## config.mk

```make
export PLATFORM = sky130hd
export DESIGN_NAME = mem_port_arbiter
export DESIGN_NICKNAME = d
export VERILOG_FILES = /design/src/rtl/mem_port_arbiter.sv
export SDC_FILE = /design/constraint.sdc
export NUM_CORES = 1
export LEC_CHECK = 0
export CAP_MARGIN = 0
export CORE_MARGIN = 2
export CORE_UTILIZATION = 21
export CTS_CLUSTER_DIAMETER = 100
export DETAILED_ROUTE_END_ITERATION = 6
export GPL_TIMING_DRIVEN = 0
export PLACE_DENSITY = 0.92
export SETUP_SLACK_MARGIN = 0.02
export SLEW_MARGIN = 5
export SYNTH_ARGS = -nofsm -noshare
export SYNTH_HDL_FRONTEND = slang
export SYNTH_SLANG_ARGS = --single-unit
```

## constraint.sdc

```tcl
create_clock -name clk -period 1.65 [get_ports clk]
set_input_delay 0.2475 -clock clk [delete_from_list [all_inputs] [get_ports clk]]
set_output_delay 0.2475 -clock clk [all_outputs]
set_load 0.02 [all_outputs]
```

## src/rtl/mem_port_arbiter.sv

```systemverilog
// Two-way arbiter for the core's single synchronous RAM port.
// The data requester normally wins. A bounded streak counter forces a
// pending fetch through after MAX_DATA_STREAK back-to-back data grants.
// Read data is routed back one cycle after the grant to whichever
// requester issued the read.
module mem_port_arbiter #(
  parameter int ADDR_WIDTH      = 8,
  parameter int DATA_WIDTH      = 32,
  parameter int MAX_DATA_STREAK = 4
) (
  input  logic                  clk,
  input  logic                  rst,
  input  logic                  fetch_req,
  input  logic [ADDR_WIDTH-1:0] fetch_addr,
  output logic                  fetch_gnt,
  output logic                  fetch_rvalid,
  output logic [DATA_WIDTH-1:0] fetch_rdata,
  input  logic                  data_req,
  input  logic                  data_we,
  input  logic [ADDR_WIDTH-1:0] data_addr,
  input  logic [DATA_WIDTH-1:0] data_wdata,
  output logic                  data_gnt,
  output logic                  data_rvalid,
  output logic [DATA_WIDTH-1:0] data_rdata,
  output logic [ADDR_WIDTH-1:0] mem_addr,
  output logic                  mem_we,
  output logic [DATA_WIDTH-1:0] mem_wdata,
  input  logic [DATA_WIDTH-1:0] mem_rdata
);

  typedef enum logic [1:0] {
    OWN_NONE  = 2'd0,
    OWN_FETCH = 2'd1,
    OWN_DATA  = 2'd2
  } owner_t;

  localparam logic [3:0] STREAK_MAX = 4'(MAX_DATA_STREAK);

  logic [3:0] streak;
  logic [3:0] streak_next;
  owner_t     rd_owner;
  owner_t     rd_owner_next;

  // Pick at most one requester; data wins unless fetch has waited out a full streak.
  always_comb begin
    fetch_gnt = 1'b0;
    data_gnt  = 1'b0;
    if (!rst) begin
      if (data_req && !(fetch_req && (streak == STREAK_MAX))) begin
        data_gnt = 1'b1;
      end else if (fetch_req) begin
        fetch_gnt = 1'b1;
      end
    end
  end

  // Steer the granted requester onto the RAM port; an idle port drives zeros.
  always_comb begin
    mem_addr  = '0;
    mem_we    = 1'b0;
    mem_wdata = '0;
    if (data_gnt) begin
      mem_addr  = data_addr;
      mem_we    = data_we;
      mem_wdata = data_wdata;
    end else if (fetch_gnt) begin
      mem_addr  = fetch_addr;
    end
  end

  // Count data grants that overtook a waiting fetch; cleared once fetch is served or withdraws.
  always_comb begin
    streak_next = streak;
    if (!fetch_req || fetch_gnt) begin
      streak_next = 4'd0;
    end else if (data_gnt && (streak < STREAK_MAX)) begin
      streak_next = streak + 4'd1;
    end
  end

  // Remember who issued a read this cycle so the RAM data can be routed next cycle.
  always_comb begin
    rd_owner_next = OWN_NONE;
    if (fetch_gnt) begin
      rd_owner_next = OWN_FETCH;
    end else if (data_gnt && !data_we) begin
      rd_owner_next = OWN_DATA;
    end
  end

  // State registers for the streak counter and the read owner.
  always_ff @(posedge clk) begin
    if (rst) begin
      streak   <= 4'd0;
      rd_owner <= OWN_NONE;
    end else begin
      streak   <= streak_next;
      rd_owner <= rd_owner_next;
    end
  end

  // Return read data to its owner; a response in flight when reset arrives is squashed.
  always_comb begin
    fetch_rvalid = (rd_owner == OWN_FETCH) && !rst;
    data_rvalid  = (rd_owner == OWN_DATA) && !rst;
    fetch_rdata  = fetch_rvalid ? mem_rdata : '0;
    data_rdata   = data_rvalid ? mem_rdata : '0;
  end

endmodule

```

======== Yosys cells after proc, flatten, opt, wreduce, memory -nomap -nowiden ========
Cells that the tools add are included.
word-level totals
  register bits after elaboration ......... 6
  bits in latches ......................... 0
  logic and storage cells ................. 34
  RAM bits ................................ 0
  output and inout bits ................... 109
  memory bits (read-only) ................. 0
  memories kept ........................... 0
cells by class
  equal/unequal tests ..................... 3
  div/mod/pow operators ................... 0
  $lt $le $gt $ge ......................... 1
  add/sub/neg operators ................... 1
  reduce and logical (&&, ||, !) cells .... 13
  shifts and indexed selects .............. 0
  $mul .................................... 0
  mux-type cells .......................... 13
  bitwise logic cells ..................... 0
operators with widths
  kind                                                        number
  two-way mux 32 bit                                          3
  two-way mux 8 bit                                           2
  two-way mux 1 bit                                           7
  logical AND 1 bit                                           6
  adder 4 x 1 -> 4 bit, second input constant                 1
  equality test 4 x 3 -> 1 bit, second input constant         1
  logical NOT 1 bit                                           4
  less-than comparator 4 x 3 -> 1 bit, second input constant  1
  OR reduction 2 bit                                          2
  equality test 2 x 1 -> 1 bit, second input constant         1
  equality test 2 bit, second input constant                  1
  two-way mux 2 bit                                           1
  logical OR 1 bit                                            1

======== Depth between registers and ports, before layout ========
  depth in word-level cells ............... 9
  mapped depth ............................ 5

======== Worst setup path after synthesis ========
OpenSTA, ideal clock, no wires.
  path type ............................... register to output
  start ................................... register streak[0]
  end ..................................... output port mem_wdata[14]
  arrival time ............................ 1.368 ns
  stages on the path, launching flop included .. 6
  setup slack ............................. 0.034 ns
  data required time ...................... 1.402 ns
  path buffers ............................ 1
  cells stage by stage .................... dfxtp_1 -> inv_1 -> ha_1 -> a41oi_4 -> buf_6 -> and2_1
on the way
  longest elaborated chain between the ends .. 7
RTL lines
  element                       RTL line  RTL
  start, declared               39        logic [3:0] streak;
  start signal, assigned        97        streak <= streak_next;
  equality test 4 x 3 -> 1 bit  49        if (data_req && !(fetch_req && (streak == STREAK_MAX))) begin
  logical AND 1 bit             49
  logical NOT 1 bit             49
  logical AND 1 bit             49
  two-way mux 1 bit             49
  two-way mux 1 bit             48        if (!rst) begin
  net data_gnt                  22        output logic data_gnt,
  two-way mux 32 bit            62        if (data_gnt) begin
  end, declared                 27        output logic [DATA_WIDTH-1:0] mem_wdata,
The timed path passes the listed nets, and every way through them passes these cells.

======== Worst setup path after layout ========
  start ................................... register streak[1]
  end ..................................... output port mem_addr[2]
on the way
  longest elaborated chain between the ends .. 8
RTL lines
  element                         RTL line  RTL
  equality test 4 x 3 -> 1 bit *  49
  logical AND 1 bit *             49
  logical NOT 1 bit *             49
  logical AND 1 bit *             49
  two-way mux 1 bit               49
  two-way mux 1 bit               48
  two-way mux 8 bit               66        end else if (fetch_gnt) begin
  two-way mux 8 bit *             62
  end, declared                   25        output logic [ADDR_WIDTH-1:0] mem_addr,
Mark *: on every way between the ends. The rest lies on a longest branch, timed or not.

==> results.sh <==
export IMPL_status="complete, but fails checks"
export IMPL_violations="setup timing"
export IMPL_finClkSkew_ps=1.619
export IMPL_drv_slew=0
export IMPL_postSynthAreaPerCell_um2=7.362
export IMPL_die_area_mm2=0.005706
export IMPL_clk_latency_ps=220
export IMPL_slew_headroom=0.7921
export IMPL_cts_sinks=6
export IMPL_crit_chain="inv_2 -> ha_4 -> a41oi_4 -> buf_6 -> buf_6 -> a22o_4 -> buf_6"
export IMPL_cts_htree_levels=1
export IMPL_syn_cell_area_mm2=0.001075
export IMPL_setup_slack_ps=-173.9
export IMPL_synth_warnings=0
export IMPL_crit_top_cell="buf_6"
export IMPL_yosysSeqAreaShare=0.1118
export IMPL_ant_nets=0
export IMPL_required_ps=1400
export IMPL_setup_violations=45
export IMPL_crit_fanout=5
export IMPL_grt_max_degree=11
export IMPL_clockBufferDepth=2
export IMPL_ir_worst_vdd_mv=0.2067
export IMPL_period_minus_slack_ps=1824
export IMPL_layout_common_cells="buf_6 (101), clkdlybuf4s50_1 (81), and2_4 (50)"
export IMPL_worst_pin_slew_ps=310.9
export IMPL_track_usage=0.2122
export IMPL_rsz0062_at_grt="yes"
export IMPL_io_buffers=193
export IMPL_layout_drive_gt1_share=0.5952
export IMPL_post_route_period_util=1.105
export IMPL_cts_tree="built"
export IMPL_synth_net_count=233
export IMPL_drt_wl_total_um=7074
export IMPL_final_common_cell="buf_6"
export IMPL_yosys_cell_types_count=24
export IMPL_place_hpwl_um=4785
export IMPL_drt_iter0_drc=35
export IMPL_syn_to_final_growth_pct=242.6
export IMPL_postLayoutCoreUtil=0.7350
export IMPL_cp_start_kind="flip-flop"
export IMPL_ctsHoldBuffers=0
export IMPL_fmax_mhz=548.3
export IMPL_wire_per_inst_um=15.97
export IMPL_grt_pass1_wl_um=9190
export IMPL_die_y_um=75.54
export IMPL_synth_top_area_frac=0.5646
export IMPL_grt_pass1_vias=1859
export IMPL_start_util=0.2145
export IMPL_antenna_found_initial=0
export IMPL_gr_usage_met3=0.05688
export IMPL_hold_viol=0
export IMPL_slowest_stage="dfxtp_2"
export IMPL_cts_buffers=3
export IMPL_clockRootBuffer="clkbuf_8"
export IMPL_via_per_inst=4.352
export IMPL_p_leak_nw=1.776
export IMPL_busiest_layer="met2"
export IMPL_regArea_um2=126.4
export IMPL_slowest_delay_ps=310
export IMPL_dr_pass1_iters=4
export IMPL_grt_util_met1=0.2057
export IMPL_gp_congestion=0.7913
export IMPL_ys_ff_latch=6
export IMPL_synth_top_area_cell="and2_1"
export IMPL_crit_buf_inv=4
export IMPL_grt_ovfl_total=0
export IMPL_final_nets=462
export IMPL_drcViolationCount=0
export IMPL_critPathArrivalTime_ps=1580
export IMPL_multiInputGateArea_mm2=0.001077
export IMPL_path_delay_family="buffers and inverters"
export IMPL_finalPower_mw=1.072
export IMPL_use_met2=0.4300
export IMPL_core_mm2=0.005010
export IMPL_synth_area_leaders="and2_1 (56%), dfxtp_1 (11%), a22o_2 (4.7%), buf_6 (4.2%), a41oi_4 (2.6%)"
export IMPL_hold_class="primary input to flip-flop"
export IMPL_antenna_cells=0
export IMPL_max_cap_violations=0
export IMPL_die_w_um=75.54
export IMPL_nFillCells=348
export IMPL_rows=26
export IMPL_critPathKind="flip-flop to output port"
export IMPL_netlist_instances=146
export IMPL_power_density_mw_per_mm2=291.1
export IMPL_end_kind="output port"
export IMPL_num_io_pins=194
export IMPL_clk_pin_slew_ps=40
export IMPL_via_count=1928
-- synth_stat cells (all sizes together) --
library cell,instances
a21oi,2
a22o,8
a31oi,1
a41oi,1
and2,97
and2b,1
buf,6
clkbuf,4
dfxtp,6
ha,2
inv,3
nand2b,2
nand3,1
nand3b,1
nor2,5
nor2b,1
nor3,1
nor3b,2
nor4,1
xnor2,1
-- routing by layer --
metal,wire [µm],vias up
met5,0,-
met4,135,0
met3,644,12
met2,4030,116
met1,2263,867
li1,-,933
-- worst paths after layout --
path,slack [ps],cells past startpoint,from,to
worst min-delay path,480,2,data_req,rd_owner[0]
worst max register to register,340,7,streak[1],streak[1]
worst max-delay path,-170,7,streak[1],mem_addr[2]
worst min register to register,510,2,streak[3],streak[3]
-- stage by stage --
| stage | setup WS (ps) | setup TNS (ps) | area [µm²] | instances | hold WS (ps) |
|---|---|---|---|---|---|
| 4_1_cts | -155.4 | -3922 | 3532 | 445 | 500.4 |
| 6_report | -173.9 | -4342 | 3682 | 443 | 478.4 |
| 3_5_place_dp | -990.2 | -90220 | 3094 | 409 | 504.8 |
| 2_1_floorplan | 34.05 | 0 | 1075 | 146 | 339.4 |
| 3_3_place_gp | -915.5 | -87730 | 3094 | 409 | 500.4 |
| 5_1_grt | -213.3 | -6270 | 3682 | 443 | 514.9 |
-- sequential cells by signal, summed over array words and instances (netlist names) --
register	cells
rd_owner	2
streak	4
-- cells by family (layout without fill, tap and decap cells) --
kind of cell,after synthesis,in the layout,synth area share
fa+ha+maj,2,2,0.02328
flops,6,6,0.1118
xor+xnor,1,1,0.008150
buf+inv,13,239,0.07566
simple gates,112,112,0.6589
compound gates,12,13,0.1222
-- area by class of cell --
cell class	count	share of cell area
inverters	3	0.003058
flip-flops and latches	6	0.03432
well taps	70	0.02379
repair buffers	225	0.6086
plain buffers	8	0.02650
multi-input cells	128	0.2926
clock buffers	3	0.01121
-- worst register-to-register path: cells and delay by family (launching register included) --
| kind | cells | cell delay [ps] |
|---|---|---|
| adder cells (fa/ha/maj) | 1 | 160 |
| AND/OR/NAND/NOR | 3 | 460 |
| flip-flops | 1 | 320 |
| buffers and inverters | 3 | 280 |
-- where the power goes --
part	internal, mW	leakage [nW]	switching [mW]
sequential	0.151	0.0510	0.00322
combinational	0.437	1.70	0.267
clock	0.156	0.0216	0.0576
total	0.744	1.78	0.328
-- timing repair --
action                     in CTS  in global routing
gates resized for setup       646                 70
setup endpoints to repair     109                 92
setup buffers                  26                  1
pin swaps                      47                 11
gates cloned                    8                  0
Power figures use the tool's default switching activity.
